==> config.mk <==
export PLATFORM = sky130hd
export DESIGN_NAME = bin2bcd_seq
export DESIGN_NICKNAME = d
export VERILOG_FILES = /design/src/rtl/bin2bcd_seq.sv
export SDC_FILE = /design/constraint.sdc
export NUM_CORES = 1
export LEC_CHECK = 0
export CORE_MARGIN = 1.5
export CORE_UTILIZATION = 54
export DETAILED_ROUTE_END_ITERATION = 12
export PLACE_DENSITY = 0.84
export SETUP_SLACK_MARGIN = 0.2
export SYNTH_ARGS = -nofsm -noshare
export SYNTH_HDL_FRONTEND = slang
export SYNTH_SLANG_ARGS = --single-unit
==> constraint.sdc <==
create_clock -name clk -period 3.1 [get_ports clk]
set_clock_uncertainty 0.1 [all_clocks]
set_input_delay 0.62 -clock clk [delete_from_list [all_inputs] [get_ports clk]]
set_output_delay 0.62 -clock clk [all_outputs]
set_load 0.01 [all_outputs]
==> src/rtl/bin2bcd_seq.sv <==
// -----------------------------------------------------------------------------
// bin2bcd_seq
// Sequential binary-to-BCD converter using iterative double-dabble
// (shift-and-add-3). One IN_W-bit value is converted per accepted request.
// The conversion takes IN_W shift cycles. The packed BCD result and its most
// significant nonzero decimal digit are registered on completion.
//
// Parameters:
//   IN_W  width of the binary input (1..8)
//   ND    number of BCD digits; requires 10^ND > 2^IN_W - 1
//
// Ports:
//   clk    in   1       rising-edge clock
//   rst    in   1       synchronous, active-high reset
//   start  in   1       conversion request, sampled only while idle
//   i      in   IN_W    binary value, captured when start is accepted
//   busy   out  1       high while a conversion is in progress
//   done   out  1       one-cycle pulse; bcd/msd updated
//   bcd    out  4*ND    packed BCD result, digit 0 (units) at [3:0]
//   msd    out  4       most significant nonzero digit (0 for value 0)
//
// Optional feature:
//   BIN2BCD_LZB_EN  when defined, leading zero digits above the most
//                   significant nonzero digit are written as 4'hF (blank).
//                   Digit 0 is never blanked. msd and timing are unchanged.
// -----------------------------------------------------------------------------
module bin2bcd_seq #(
  parameter int IN_W = 5,
  parameter int ND   = 2
) (
  input  logic              clk,
  input  logic              rst,
  input  logic              start,
  input  logic [IN_W-1:0]   i,
  output logic              busy,
  output logic              done,
  output logic [4*ND-1:0]   bcd,
  output logic [3:0]        msd
);

  localparam int CW = $clog2(IN_W + 1);

  typedef enum logic {
    IDLE  = 1'b0,
    SHIFT = 1'b1
  } state_t;

  state_t          state;
  logic [IN_W-1:0] sreg;
  logic [4*ND-1:0] acc;
  logic [CW-1:0]   cnt;

  logic [4*ND-1:0] acc_adj;
  logic [4*ND-1:0] acc_next;
  logic [4*ND-1:0] bcd_final;
  logic [3:0]      msd_next;
`ifdef BIN2BCD_LZB_EN
  logic            blank;
`endif

  // Next accumulator value for one double-dabble step, plus the values that
  // are registered when that step is the last one.
  // NOTE: every variable is given a default at the top of the block, so no
  // path leaves one unassigned and no latch is inferred.
  always_comb begin
    acc_adj = acc;
    for (int d = 0; d < ND; d++) begin
      if (acc[4*d +: 4] >= 4'd5)
        acc_adj[4*d +: 4] = acc[4*d +: 4] + 4'd3;
    end

    acc_next = {acc_adj[4*ND-2:0], sreg[IN_W-1]};

    // Scanning upward, the last nonzero digit seen is the most significant.
    msd_next = 4'd0;
    for (int d = 0; d < ND; d++) begin
      if (acc_next[4*d +: 4] != 4'd0)
        msd_next = acc_next[4*d +: 4];
    end

    bcd_final = acc_next;
`ifdef BIN2BCD_LZB_EN
    // Blank zeros from the top down until the first nonzero digit; digit 0
    // is excluded so a zero value still shows a single 0.
    blank = 1'b1;
    for (int d = ND - 1; d >= 1; d--) begin
      if (acc_next[4*d +: 4] != 4'd0)
        blank = 1'b0;
      if (blank)
        bcd_final[4*d +: 4] = 4'hF;
    end
`endif
  end

  // NOTE: sequential state uses non-blocking assignments so every register
  // samples the pre-edge values, independent of statement order.
  always_ff @(posedge clk) begin
    if (rst) begin
      state <= IDLE;
      sreg  <= '0;
      acc   <= '0;
      cnt   <= '0;
      busy  <= 1'b0;
      done  <= 1'b0;
      bcd   <= '0;
      msd   <= 4'd0;
    end else begin
      done <= 1'b0;
      case (state)
        IDLE: begin
          if (start) begin
            sreg  <= i;
            acc   <= '0;
            cnt   <= CW'(IN_W);
            busy  <= 1'b1;
            state <= SHIFT;
          end
        end

        SHIFT: begin
          acc <= acc_next;
          // Rotate the accumulator's outgoing top bit (always 0 for supported
          // parameters) into the vacated LSB of the shift register.
          sreg <= IN_W'({sreg, acc_adj[4*ND-1]});
          cnt  <= cnt - CW'(1);
          if (cnt == CW'(1)) begin
            bcd   <= bcd_final;
            msd   <= msd_next;
            done  <= 1'b1;
            busy  <= 1'b0;
            state <= IDLE;
          end
        end

        default: state <= IDLE;
      endcase
    end
  end

endmodule

==> metrics <==
status=complete, no violations; max_cap viols=0; Async SR Flop Fraction=0; Int Power=0.642 mW; count of cell types in the netlist=40; CTS buffer count=5; Largest stage delay, worst path=roughly 0.55 ns; Sw Share=0.246; RePlAce Congestion=about 0.87; Layout area overhead=17.1%; Bufs on Longest Clock Path=2; worst endpoint data arrival time=1.26 ns; crit-path leading delay family=buffers and inverters; pin count of the biggest net entering global routing=36; worst r2r path cells=6; Synth top area share=0.393; DR pass1 iterations=4; Util after Layout=0.670; global route overflow=0; Final period util=0.638; final slew viol count=0; Max Fanout on Critical Path=2; CTS tree=done; Hold Path Depth=2; Area contributors post-synth=dfxtp_1, nor2_1, a21oi_1; Final Setup Violations=0; sequential area share after synthesis=0.393; ANT cells=0; Post-CTS Setup Bufs=0; final WL=around 3400 um; min Tclk post-route=~2.0 ns; worst-path cell chain=clkdlybuf4s50_1; Power Total=roughly 0.85 mW; Total GRT Usage=0.240; Detailed Place HPWL=2400 um; Synth Register Bits=31; crit start category=flop; number of synthesized flops with an enable pin=0; vias=1384; maximum VDD drop=roughly 0.00041 V; Post-DRT Antenna Nets=0; final setup TNS=0 ns; Syn. warnings=0; CP Depth=1; most frequent cells in the layout=dfxtp_1, nor2_1, clkdlybuf4s50_1; clock share of power=0.404; RSZ-0062 raised after global routing=false; global-route wire length before repair=about 6000 um; prevailing post-synth register cell=dfxtp_1; die extent in y=roughly 57 um; root buffer cell=clkbuf_4; mean area per synthesized cell=8.39 sq um; DR iter-0 viols=35; Slowest cell on crit path=clkdlybuf4s50_1; Non-Filler Instances=236; # DRC=0; Syn Nets=between 200 and 250; Crit. End Element=primary output; clk slew on worst S/H paths=roughly 0.11 ns; share of post-route cells with drive strength above 1=0.0878; Leak Pwr=0.696 nW; core area=0.00276 sq mm; fin nets=218; Boundary Pins=22; Seq pwr share=0.494; Rel. slew slack=0.585; post-synthesis cell count=about 190; Gates resized, CTS repair=0; clock sinks=31; initial core utilization=0.572; Psw=0.210 mW; synthesized cell area=approximately 0.0016 sq mm; max frequency=slightly above 0.5 GHz; dpl cells=~230; H-tree depth=2; routed vias/inst=5.86; endpoints failing hold=0; Critical Path RT=roughly 2.4 ns; I/O Buffers=21; Die ar.=around 0.0033 sq mm; commonest non-fill, non-tap cell in the layout=dfxtp_1; Die Width=57.1 um; clock latency reported for the late side of the worst-skew pair=around 0.36 ns; CP bufs+invs=1; # rows=19; cell taking the most area after synthesis=dfxtp_1; critical path class=reg -> out; Worst Tran Pin Value=between 0.6 and 0.7 ns; combinational fraction of design power=0.102; post-cts hold buffer count=0; Routed WL per cell=14.3 um; power per cell area=roughly 460 mW/mm^2; hold crit path type=reg -> reg; vias in the first global route=~1300; initial antenna violation count=0
-- metrics by stage --
| stage | hold WS, ns | setup WS, ns | area [sq um] |
|---|---|---|---|
| 2_1_floorplan | 0.347 | 1.51 | 1580 |
| 3_3_place_gp | 0.344 | 0.890 | 1760 |
| 3_5_place_dp | 0.354 | 0.786 | 1760 |
| 4_1_cts | 0.369 | 1.11 | 1850 |
| 5_1_grt | 0.400 | 0.976 | 1850 |
| 6_report | 0.367 | 1.12 | 1850 |
-- per-layer routing --
metal  wire length, um  global-route usage
met1              1510               0.280
met5                 0                   0
met4                65               0.106
met3               138              0.0839
met2              1670               0.399
-- layout make-up --
type / instances / area (sq um)
fillers: 238 / 910
multi-input cells: 135 / 847
flip-flops and latches: 31 / 621
repair buffers: 23 / 225
clock buffers: 6 / 51.3
well taps: 31 / 38.8
clock inverters: 2 / 35.0
inverters: 8 / 30.0
-- power groups by stage --
stage               sequential, mW  combinational, mW  clock (mW)
floorplan                    0.430             0.0616           0
global placement             0.430             0.0829           0
detailed placement           0.430             0.0871           0
CTS                          0.421             0.0877       0.346
global route                 0.423             0.0983       0.361
finish                       0.421             0.0872       0.344
-- state kept, by name, summed over array words and instances, names as in the netlist --
signal  cells
acc         8
bcd         8
busy        1
cnt         3
done        1
msd         4
sreg        5
state       1
-- cell families (layout without fill, tap and decap cells) --
family	count (synthesis)	after routing	share of synthesized area
simple gates	72	72	0.239
compound gates	52	52	0.218
flops	31	31	0.393
buf+inv	22	39	0.0698
fa+ha+maj	6	6	0.0476
mux	5	5	0.0317
-- synth_stat cells (2+ instances only) --
library cell,count
or3_1,2
nand2_1,11
nand2b_1,3
a31oi_1,6
nor3_1,5
dfxtp_1,31
nand3_1,7
buf_2,4
a311oi_1,2
and2_1,4
a32oi_1,2
o21ai_1,5
clkbuf_1,4
nor2_1,25
a21oi_1,17
nor2b_1,2
nand2b_2,2
nor3b_1,4
nand3b_1,2
o21ai_0,2
ha_1,6
a211o_1,4
a211oi_1,5
buf_4,4
inv_1,7
a21o_1,2
a2bb2oi_1,3
mux2i_1,5
-- path summary, 6_finish.rpt --
kind | from | to | slack, ns
setup / recovery | bcd[6]$_SDFFE_PP0P_ | bcd[6] | 1.12
hold / removal | bcd[0]$_SDFFE_PP0P_ | bcd[0]$_SDFFE_PP0P_ | 0.37
setup reg to reg | acc[4]$_SDFFE_PP0P_ | msd[0]$_SDFFE_PP0P_ | 1.26
hold reg to reg | bcd[0]$_SDFFE_PP0P_ | bcd[0]$_SDFFE_PP0P_ | 0.37
Note: power is estimated with default switching activity, not from simulation.
